## src/rtl/param_alu_pkg.sv

```systemverilog
// Shared ALU types and defaults.
//   alu_op_e    : 3-bit opcode (codes 6 and 7 are illegal at the DUT)
//   alu_state_e : control FSM states
package alu_pkg;

    localparam int unsigned ALU_DEF_WIDTH   = 8;
    localparam int unsigned ALU_DEF_MUL_LAT = 3;

    typedef enum logic [2:0] {
        NO_OP  = 3'd0,
        ADD_OP = 3'd1,
        AND_OP = 3'd2,
        XOR_OP = 3'd3,
        MUL_OP = 3'd4,
        SUB_OP = 3'd5,
        RST_OP = 3'd7
    } alu_op_e;

    typedef enum logic [1:0] {
        ST_IDLE = 2'd0,
        ST_EXEC = 2'd1,
        ST_MUL  = 2'd2
    } alu_state_e;

endpackage

```

## src/rtl/param_alu_if.sv

```systemverilog
// Request/complete handshake bundle for param_alu.
//   master : drives start/op/A/B, observes done/err/busy/result
//   slave  : the ALU side
interface param_alu_if #(
    parameter int unsigned WIDTH = alu_pkg::ALU_DEF_WIDTH
);
    logic                 start;
    logic [2:0]           op;
    logic [WIDTH-1:0]     A;
    logic [WIDTH-1:0]     B;
    logic                 done;
    logic                 err;
    logic                 busy;
    logic [2*WIDTH-1:0]   result;

    modport master (output start, op, A, B, input done, err, busy, result);
    modport slave  (input start, op, A, B, output done, err, busy, result);
endinterface

```

## src/rtl/param_alu_mul_pipe.sv

```systemverilog
// MUL_LAT-stage unsigned product pipeline with a valid bit per stage.
//   clk, reset : clock, async active-high clear
//   i_start    : load stage 0 with i_a*i_b
//   i_a, i_b   : operands, sampled with i_start
//   o_valid    : final-stage valid
//   o_prod     : final-stage product (2*WIDTH)
module alu_mul_pipe #(
    parameter int unsigned WIDTH   = 8,
    parameter int unsigned MUL_LAT = 3
) (
    input  logic                 clk,
    input  logic                 reset,
    input  logic                 i_start,
    input  logic [WIDTH-1:0]     i_a,
    input  logic [WIDTH-1:0]     i_b,
    output logic                 o_valid,
    output logic [2*WIDTH-1:0]   o_prod
);
    localparam int unsigned RW = 2 * WIDTH;

    logic [MUL_LAT-1:0] r_vld;
    logic [RW-1:0]      r_prod [MUL_LAT];
    logic [RW-1:0]      w_prod;

    assign w_prod = RW'(i_a) * RW'(i_b);

    // Product enters at the capture edge and advances one stage per cycle.
    always_ff @(posedge clk or posedge reset) begin
        if (reset) begin
            r_vld <= '0;
            for (int unsigned i = 0; i < MUL_LAT; i++) begin
                r_prod[i] <= '0;
            end
        end else begin
            r_vld[0] <= i_start;
            if (i_start) begin
                r_prod[0] <= w_prod;
            end
            for (int unsigned i = 1; i < MUL_LAT; i++) begin
                r_vld[i]  <= r_vld[i-1];
                r_prod[i] <= r_prod[i-1];
            end
        end
    end

    assign o_valid = r_vld[MUL_LAT-1];
    assign o_prod  = r_prod[MUL_LAT-1];

endmodule

```

## src/rtl/param_alu.sv

```systemverilog
// Parametrised multi-cycle ALU with start/done handshake.
//   clk, reset : clock, async active-high clear
//   bus        : param_alu_if slave (start/op/A/B in; done/err/busy/result out)
// Single-cycle ops resolve one edge after capture; mul completes MUL_LAT
// edges after capture. All outputs are registered.
module param_alu import alu_pkg::*; #(
    parameter int unsigned WIDTH   = ALU_DEF_WIDTH,
    parameter int unsigned MUL_LAT = ALU_DEF_MUL_LAT
) (
    input  logic        clk,
    input  logic        reset,
    param_alu_if.slave  bus
);
    localparam int unsigned RW = 2 * WIDTH;

    alu_state_e        r_state;
    alu_state_e        w_state_nxt;
    logic [2:0]        r_op;
    logic [WIDTH-1:0]  r_a;
    logic [WIDTH-1:0]  r_b;
    logic              r_done;
    logic              r_err;
    logic              r_busy;
    logic [RW-1:0]     r_result;

    logic              w_cap;
    logic              w_mul_start;
    logic              w_done_nxt;
    logic              w_err_nxt;
    logic              w_busy_nxt;
    logic [RW-1:0]     w_result_nxt;
    logic [RW-1:0]     w_exec_res;
    logic              w_exec_ill;
    logic [WIDTH:0]    w_sum;
    logic [WIDTH:0]    w_diff;
    logic              w_mul_vld;
    logic [RW-1:0]     w_mul_prod;

    alu_mul_pipe #(.WIDTH(WIDTH), .MUL_LAT(MUL_LAT)) u_mul (
        .clk     (clk),
        .reset   (reset),
        .i_start (w_mul_start),
        .i_a     (bus.A),
        .i_b     (bus.B),
        .o_valid (w_mul_vld),
        .o_prod  (w_mul_prod)
    );

    // Extra bit keeps the carry/borrow; the borrow bit drives sign extension.
    assign w_sum  = {1'b0, r_a} + {1'b0, r_b};
    assign w_diff = {1'b0, r_a} - {1'b0, r_b};

    // Single-cycle datapath on the captured operands.
    always_comb begin
        w_exec_res = '0;
        w_exec_ill = 1'b0;
        case (r_op)
            ADD_OP:  w_exec_res = {{(WIDTH-1){1'b0}}, w_sum};
            AND_OP:  w_exec_res = {{WIDTH{1'b0}}, r_a & r_b};
            XOR_OP:  w_exec_res = {{WIDTH{1'b0}}, r_a ^ r_b};
            SUB_OP:  w_exec_res = {{(WIDTH-1){w_diff[WIDTH]}}, w_diff};
            default: w_exec_ill = 1'b1;
        endcase
    end

    // Next-state and registered-output logic.
    always_comb begin
        w_state_nxt  = r_state;
        w_cap        = 1'b0;
        w_mul_start  = 1'b0;
        w_done_nxt   = 1'b0;
        w_err_nxt    = r_err;
        w_busy_nxt   = r_busy;
        w_result_nxt = r_result;
        case (r_state)
            ST_IDLE: begin
                if (bus.start && (bus.op != NO_OP)) begin
                    w_cap      = 1'b1;
                    w_busy_nxt = 1'b1;
                    if (bus.op == MUL_OP) begin
                        w_mul_start = 1'b1;
                        w_state_nxt = ST_MUL;
                    end else begin
                        w_state_nxt = ST_EXEC;
                    end
                end
            end
            ST_EXEC: begin
                w_state_nxt  = ST_IDLE;
                w_done_nxt   = 1'b1;
                w_busy_nxt   = 1'b0;
                w_err_nxt    = w_exec_ill;
                w_result_nxt = w_exec_res;
            end
            ST_MUL: begin
                if (w_mul_vld) begin
                    w_state_nxt  = ST_IDLE;
                    w_done_nxt   = 1'b1;
                    w_busy_nxt   = 1'b0;
                    w_err_nxt    = 1'b0;
                    w_result_nxt = w_mul_prod;
                end
            end
            default: begin
                w_state_nxt = ST_IDLE;
                w_busy_nxt  = 1'b0;
            end
        endcase
    end

    // State and output registers.
    always_ff @(posedge clk or posedge reset) begin
        if (reset) begin
            r_state  <= ST_IDLE;
            r_op     <= 3'(NO_OP);
            r_a      <= '0;
            r_b      <= '0;
            r_done   <= 1'b0;
            r_err    <= 1'b0;
            r_busy   <= 1'b0;
            r_result <= '0;
        end else begin
            r_state  <= w_state_nxt;
            r_done   <= w_done_nxt;
            r_err    <= w_err_nxt;
            r_busy   <= w_busy_nxt;
            r_result <= w_result_nxt;
            if (w_cap) begin
                r_op <= bus.op;
                r_a  <= bus.A;
                r_b  <= bus.B;
            end
        end
    end

    assign bus.done   = r_done;
    assign bus.err    = r_err;
    assign bus.busy   = r_busy;
    assign bus.result = r_result;

endmodule

```

## src/flat_wrapper.sv

```systemverilog
// flat-port wrapper written by rule: the top's interface ports become plain ports
module param_alu_flat import alu_pkg::*;
#(
    parameter int unsigned WIDTH   = ALU_DEF_WIDTH,
    parameter int unsigned MUL_LAT = ALU_DEF_MUL_LAT
)
  (clk, reset, bus_start, bus_op, bus_A, bus_B, bus_done, bus_err, bus_busy, bus_result);
  param_alu_if #(.WIDTH(WIDTH)) bus_i ();
  input  logic clk;
  input  logic reset;
  input wire logic [$bits(bus_i.start)-1:0] bus_start;
  input wire logic [$bits(bus_i.op)-1:0] bus_op;
  input wire logic [$bits(bus_i.A)-1:0] bus_A;
  input wire logic [$bits(bus_i.B)-1:0] bus_B;
  output wire logic [$bits(bus_i.done)-1:0] bus_done;
  output wire logic [$bits(bus_i.err)-1:0] bus_err;
  output wire logic [$bits(bus_i.busy)-1:0] bus_busy;
  output wire logic [$bits(bus_i.result)-1:0] bus_result;
  assign bus_i.start = bus_start;
  assign bus_i.op = bus_op;
  assign bus_i.A = bus_A;
  assign bus_i.B = bus_B;
  assign bus_done = bus_i.done;
  assign bus_err = bus_i.err;
  assign bus_busy = bus_i.busy;
  assign bus_result = bus_i.result;
  param_alu #(.WIDTH(WIDTH), .MUL_LAT(MUL_LAT)) u_core (.clk(clk), .reset(reset), .bus(bus_i));
endmodule
```

## config.mk

```make
export PLATFORM = sky130hd
export DESIGN_NAME = param_alu_flat
export DESIGN_NICKNAME = d
export VERILOG_FILES = /design/src/rtl/param_alu_pkg.sv /design/src/rtl/param_alu_if.sv /design/src/rtl/param_alu_mul_pipe.sv /design/src/rtl/param_alu.sv /design/src/flat_wrapper.sv
export SDC_FILE = /design/constraint.sdc
export NUM_CORES = 1
export LEC_CHECK = 0
export CAP_MARGIN = 20
export CORE_MARGIN = 10
export CORE_UTILIZATION = 39
export DETAILED_ROUTE_END_ITERATION = 8
export SLEW_MARGIN = 5
export SYNTH_ARGS = -nofsm -noshare
export SYNTH_HDL_FRONTEND = slang
export SYNTH_HIERARCHICAL = 1
export SYNTH_SLANG_ARGS = --single-unit
```

## constraint.sdc

```tcl
create_clock -name clk -period 2.15 [get_ports clk]
set_clock_uncertainty 0.2 [all_clocks]
set_input_delay 0.215 -clock clk [delete_from_list [all_inputs] [get_ports clk]]
set_output_delay 0.215 -clock clk [all_outputs]
set_load 0.005 [all_outputs]
```

# Yosys cells after proc, flatten, opt, wreduce, memory -nomap -nowiden
# Index checks and enable logic that the tools add are counted.
# W data, S select, Z words.
[totals]
reg_bits = 91
wordCells = 52
out_inout_bits = 19
[classes]
addsub = 2
n_bitwise = 2
n_mux = 19
mul = 1
n_reduce_logical = 7
n_eq_ne = 9
[op_table]
columns = ["operator", "n"]
rows = [
  ["$pmux W16 S4", 1],
  ["$pmux W16 S2", 1],
  ["$mul A8 B8 Y16", 1],
  ["$mux W16", 1],
  ["$add A8 B8 Y9", 1],
  ["$mux W1", 9],
  ["$sub A8 B8 Y9", 1],
  ["$and A8 B8 Y8", 1],
  ["$xor A8 B8 Y8", 1],
  ["$eq A3 B2 Y1 const B", 2],
  ["$eq A3 B3 Y1 const B", 2],
  ["$mux W2", 3],
  ["$pmux W1 S2", 3],
  ["$pmux W2 S2", 1],
  ["$reduce_and A2 Y1", 2],
  ["$reduce_or A4 Y1", 1],
  ["$eq A3 B1 Y1 const B", 1],
  ["$reduce_bool A3 Y1", 1],
  ["$eq A2 B1 Y1 const B", 1],
  ["$eq A2 B2 Y1 const B", 1],
  ["$logic_not A2 Y1", 1],
  ["$ne A2 B1 Y1 const B", 1],
  ["$ne A2 B2 Y1 const B", 1],
  ["$reduce_bool A2 Y1", 1],
  ["$logic_and A1 B1 Y1", 1],
]

# Depth between registers and ports, before layout
[logic_depth]
ltp_word = 4
mapped_depth = 15

# Cells and area by module
# The synthesis kept the hierarchy.
[modules_own_cells]
columns = ["module", "seq_area_each_um2", "cells_per_inst", "area_per_inst_um2", "instances"]
rows = [
  ["alu_mul_pipe", 1276.2, 331, 3667.3, 1],
  ["param_alu", 1001.0, 283, 2728.9, 1],
]

# Worst setup path after synthesis
# OpenSTA, ideal clock, no wires.
[synth_timing]
path_kind = "input to register"
startpoint = "input port bus_B[4]"
endpoint = "register u_core/u_mul/r_prod[44] in the netlist's numbering"
stages = 15
path_slack_ns = -1.942
path_buffers = 0
arrival_ns = 3.767
cell_sequence = "and2_1 > fa_1 > inv_1 > fa_1 > inv_1 > fa_1 > inv_1 > fa_1 > inv_1 > ha_1 > a21oi_1 > o211ai_2 > a31oi_1 > xnor2_1 > mux2_2"
[synth_between]
elab_chain_len = 1
[synth_lines]
columns = ["item", "line", "source"]
rows = [
  ["from (decl)", "flat_wrapper.sv:14", "input wire logic [$bits(bus_i.B)-1:0] bus_B;"],
  ["$mul A8 B8 Y16", "param_alu_mul_pipe.sv:25", "assign w_prod = RW'(i_a) * RW'(i_b);"],
  ["to (signal, indexed assignment)", "param_alu_mul_pipe.sv:41", "r_prod[i] <= r_prod[i-1];"],
  ["to (decl)", "param_alu_mul_pipe.sv:22", "logic [RW-1:0] r_prod [MUL_LAT];"],
]
# Every way passes these cells.
# A chain may end at the register's enable or synchronous reset.

# Worst setup path in the final report
[layout_timing]
startpoint = "input port bus_A[5]"
endpoint = "register u_core/u_mul/r_prod[44] in the netlist's numbering"
[layout_between]
elab_chain_len = 1
[layout_lines]
columns = ["item", "line", "source"]
rows = [
  ["from (decl)", "flat_wrapper.sv:13", "input wire logic [$bits(bus_i.A)-1:0] bus_A;"],
  ["$mul A8 B8 Y16", "param_alu_mul_pipe.sv:25", ""],
]
# Every way passes these cells.

==> results_dict.tcl <==
set metrics [dict create \
    reg2reg_depth 8 \
    clk_path_buf_depth 2 \
    synth-seq-area-share_pct 35.60 \
    vias 4727 \
    crit_type "primary input to flop" \
    tritoncts "done" \
    syn_area_sq_um 6396 \
    placed_cell_area_sq_um 7700 \
    fmaxAchievable_mhz 268.1 \
    crit_path_top_delay_cell "fa_1" \
    final_layout_size_suffix_gt1_share_pct 37.74 \
    min_period_over_period_pct 173.5 \
    die_w_microns 148.1 \
    core-area_sq_um 16000 \
    yosys_most_used_dff "dfrtp_1" \
    gp_congestion 0.8364 \
    drc_errors 0 \
    crit_arrival_ns 3.76 \
    reg2reg_from "u_core/r_b[0]" \
    globalRouteOverflowTotal 0 \
    total_power_mw 12.38 \
    ys_seq_elements 91 \
    r2r_setup_slack_ns -0.12 \
    maxCapViolCount 0 \
    rsz0062_at_grt "true" \
    fin_area_sq_um 8447 \
    ios 41 \
    cts_root_buf "clkbuf_16" \
    fillers 1456 \
    path_clk_slew_ns 0.07 \
    setup_slack_ns -1.580 \
    layout_min_cycle_time_ns 3.730 \
    critical_path.max_fanout 4 \
    ant_nets 0 \
    yosysWarnings 6 \
    clkSinkCount 91 \
    synth-edff-count 0 \
    setup_viol 25 \
    ir_drop_v 0.0006122 \
    final_nets 845 \
    dr.pass1.iters 4 \
    final_util_pct 52.79 \
    synth.distinct_cells 63 \
    antenna_found_initial 0 \
    portBuffers 40 \
    chipHeight_microns 148.1 \
    status "finished, violations left" \
    routed_wirelength_mm 15.22 \
    p_leak_nw 3.950 \
    violations "negative setup slack" \
    timing.slew.headroom_pct 69.83 \
    worstMarginPinSlew_ns 0.4521 \
    row_count 46 \
    start_kind "primary input" \
    path_delay_family "adder cells" \
    syn_inst 614 \
    cellPowerDensity_nw_per_um2 1466 \
    grt_max_degree 32 \
    async_flop_share_pct 100.0 \
    first_global_vias 5290 \
    crit_path_cell_trace "buf_8 -> and2_4 -> fa_1 -> inv_1 -> fa_1 -> inv_2 -> fa_1 -> inv_2 -> fa_1 -> inv_2 -> ha_4 -> o211ai_2 -> o211ai_2 -> a31oi_1 -> xnor2_1 -> mux2_4" \
    cts_buffers 9 \
    cp.required_ns 2.18 \
    setup.worst_path.end_class "flop" \
    drtIter0Drc 209 \
    initial_utilization_pct 39.97 \
    holdCritPathClass "primary input to async pin" \
    hpwl_mm 11.98 \
    grt_pass1_wl_mm 26.08 \
    diodes 0 \
    synth_area_per_cell_sq_um 10.42 \
    timing.critical_path.from "bus_A[5]" \
    slowest_delay_ns 0.53 \
    vias_per_cell 4.976 \
    timing.rr.end "u_core/bus.result[6]" \
    crit_cells 16 \
    pre_cts_ws_ns -2.394 \
    hold_viol 0 \
    crit_top_cell "fa_1" \
    htree_levels 3 \
    synthesis.nets 730 \
    wire_per_inst_microns 16.02 \
    drv_slew 0 \
    endpoint "u_core/u_mul/r_prod[44]" \
    hold-worst-slack_ns 0.04574 \
    clk_latency_ns 0.34 \
    critPathBufInv 5 \
    area_growth_pct 32.06 \
    die_area_sq_um 21920 \
    grt_usage_pct 14.50 \
]
metrics by stage:
stage	std cells	TNS, ns
after floorplan	614	-16.02
after global placement	926	-29.25
after detailed placement	926	-30.25
after CTS	949	-17.02
after global routing	950	-19.26
final	950	-17.01
worst min-delay path by stage:
stage | start | to | slack [ns] | cells past startpoint
2_1_floorplan | u_core/u_mul/r_prod[16] | u_core/u_mul/o_prod[0] | 0.13 | 0
3_3_place_gp | u_core/u_mul/r_vld[1] | u_core/u_mul/r_vld[2] | 0.13 | 0
3_5_place_dp | u_core/u_mul/r_prod[22] | u_core/u_mul/o_prod[6] | 0.13 | 0
4_1_cts | bus_B[4] | u_core/r_b[4] | 0.05 | 3
5_1_grt | bus_B[4] | u_core/r_b[4] | 0.09 | 3
6_report | reset | u_core/bus.result[15] | 0.05 | 2
flip-flops by register name (all words and copies together) (netlist names):
name and flops:
u_core/r_a 8, u_core/bus.result 16, u_core/bus.busy 1, u_core/r_op 3, u_core/u_mul/r_prod 32, u_core/bus.done 1
u_core/r_b 8, u_core/bus.err 1, u_core/u_mul/o_prod 16, u_core/u_mul/r_vld 3, u_core/r_state 2
layout by cell type (no fill, tap or decap), types with 7 or more instances in the layout:
master / n
a21oi_1: 15
a21oi_2: 11
and2_1: 28
and2_4: 18
buf_2: 7
buf_4: 80
buf_6: 18
clkbuf_16: 9
clkdlybuf4s50_1: 24
dfrtp_1: 91
fa_1: 31
fa_2: 7
ha_1: 42
ha_4: 12
inv_1: 55
inv_2: 18
mux2_2: 26
mux2_4: 7
mux2i_1: 10
nand2_1: 44
nand2b_1: 9
nor2_1: 21
nor2b_1: 8
o21ai_0: 19
o22ai_1: 7
xnor2_1: 9
worst register-to-register path: cells and delay by family (launching register included):
family	cells	cell delay [ns]
AOI/OAI and AO/OA	3	0.60
xor gates and xnor gates	1	0.12
adders and majority gates	2	0.51
DFF	1	0.43
and+or+nand+nor	2	0.30
logic make-up after synthesis:
family	synth area share, %
xor gates and xnor gates	2.054
AOI/OAI and AO/OA	11.48
buffers and inverters	7.629
DFF	35.60
adders and majority gates	22.85
and+or+nand+nor	13.01
muxes	7.375
per-layer routing:
metal | wire, microns | vias to the layer above | part of all wire [%] | track usage, %
met5 | 0 | - | 0 | 0
met4 | 297 | 0 | 2.0 | 4.063
met3 | 377 | 22 | 2.5 | 2.367
met2 | 8020 | 65 | 53 | 26.55
met1 | 6526 | 2379 | 43 | 17.02
li1 | - | 2261 | - | -
report_power, final:
part           internal (mW)  switching (mW)  leakage [nW]
logic                   4.05            3.77          2.68
registers               2.51           0.477          1.12
clock network          0.829           0.748         0.150
total                   7.39            4.99          3.95
cell usage after synthesis, drive strengths merged, types with 3 or more instances:
cell	count	area share [%]
o21ai	30	2.3
dfrtp	91	36
a21oi	28	2.4
a21o	5	0.59
mux2i	10	1.6
nand2	48	2.8
a221oi	3	0.51
nor3b	3	0.51
buf	27	3.1
clkbuf	4	0.23
nand2b	11	1.1
ha	56	11
a31oi	3	0.29
o211ai	5	0.82
o221ai	4	0.65
a22oi	3	0.35
inv	73	4.3
nor3	5	0.47
and2	46	4.5
mux2	33	5.8
nor2b	9	0.88
xnor2	13	1.8
nand3	4	0.31
nor2	26	1.6
o22ai	7	0.68
fa	38	12
cell type report:
type	count	area, sq um	share of cell area (%)
clock buffers	9	225.2	2.666
flip-flops and latches	91	2277	26.96
repair buffers	135	1189	14.07
clock inverters	7	81.33	0.9628
inverters	73	274.0	3.244
well taps	216	270.3	3.200
multi-input cells	419	4130	48.90
what timing repair did:
item | 4_1_cts | 5_1_grt
pin swaps | 54 | 32
setup buffers | 8 | 5
resized for setup | 143 | 47
setup endpoints to repair | 28 | 28
hold buffers | 0 | 0
Power figures use the tool's default switching activity.
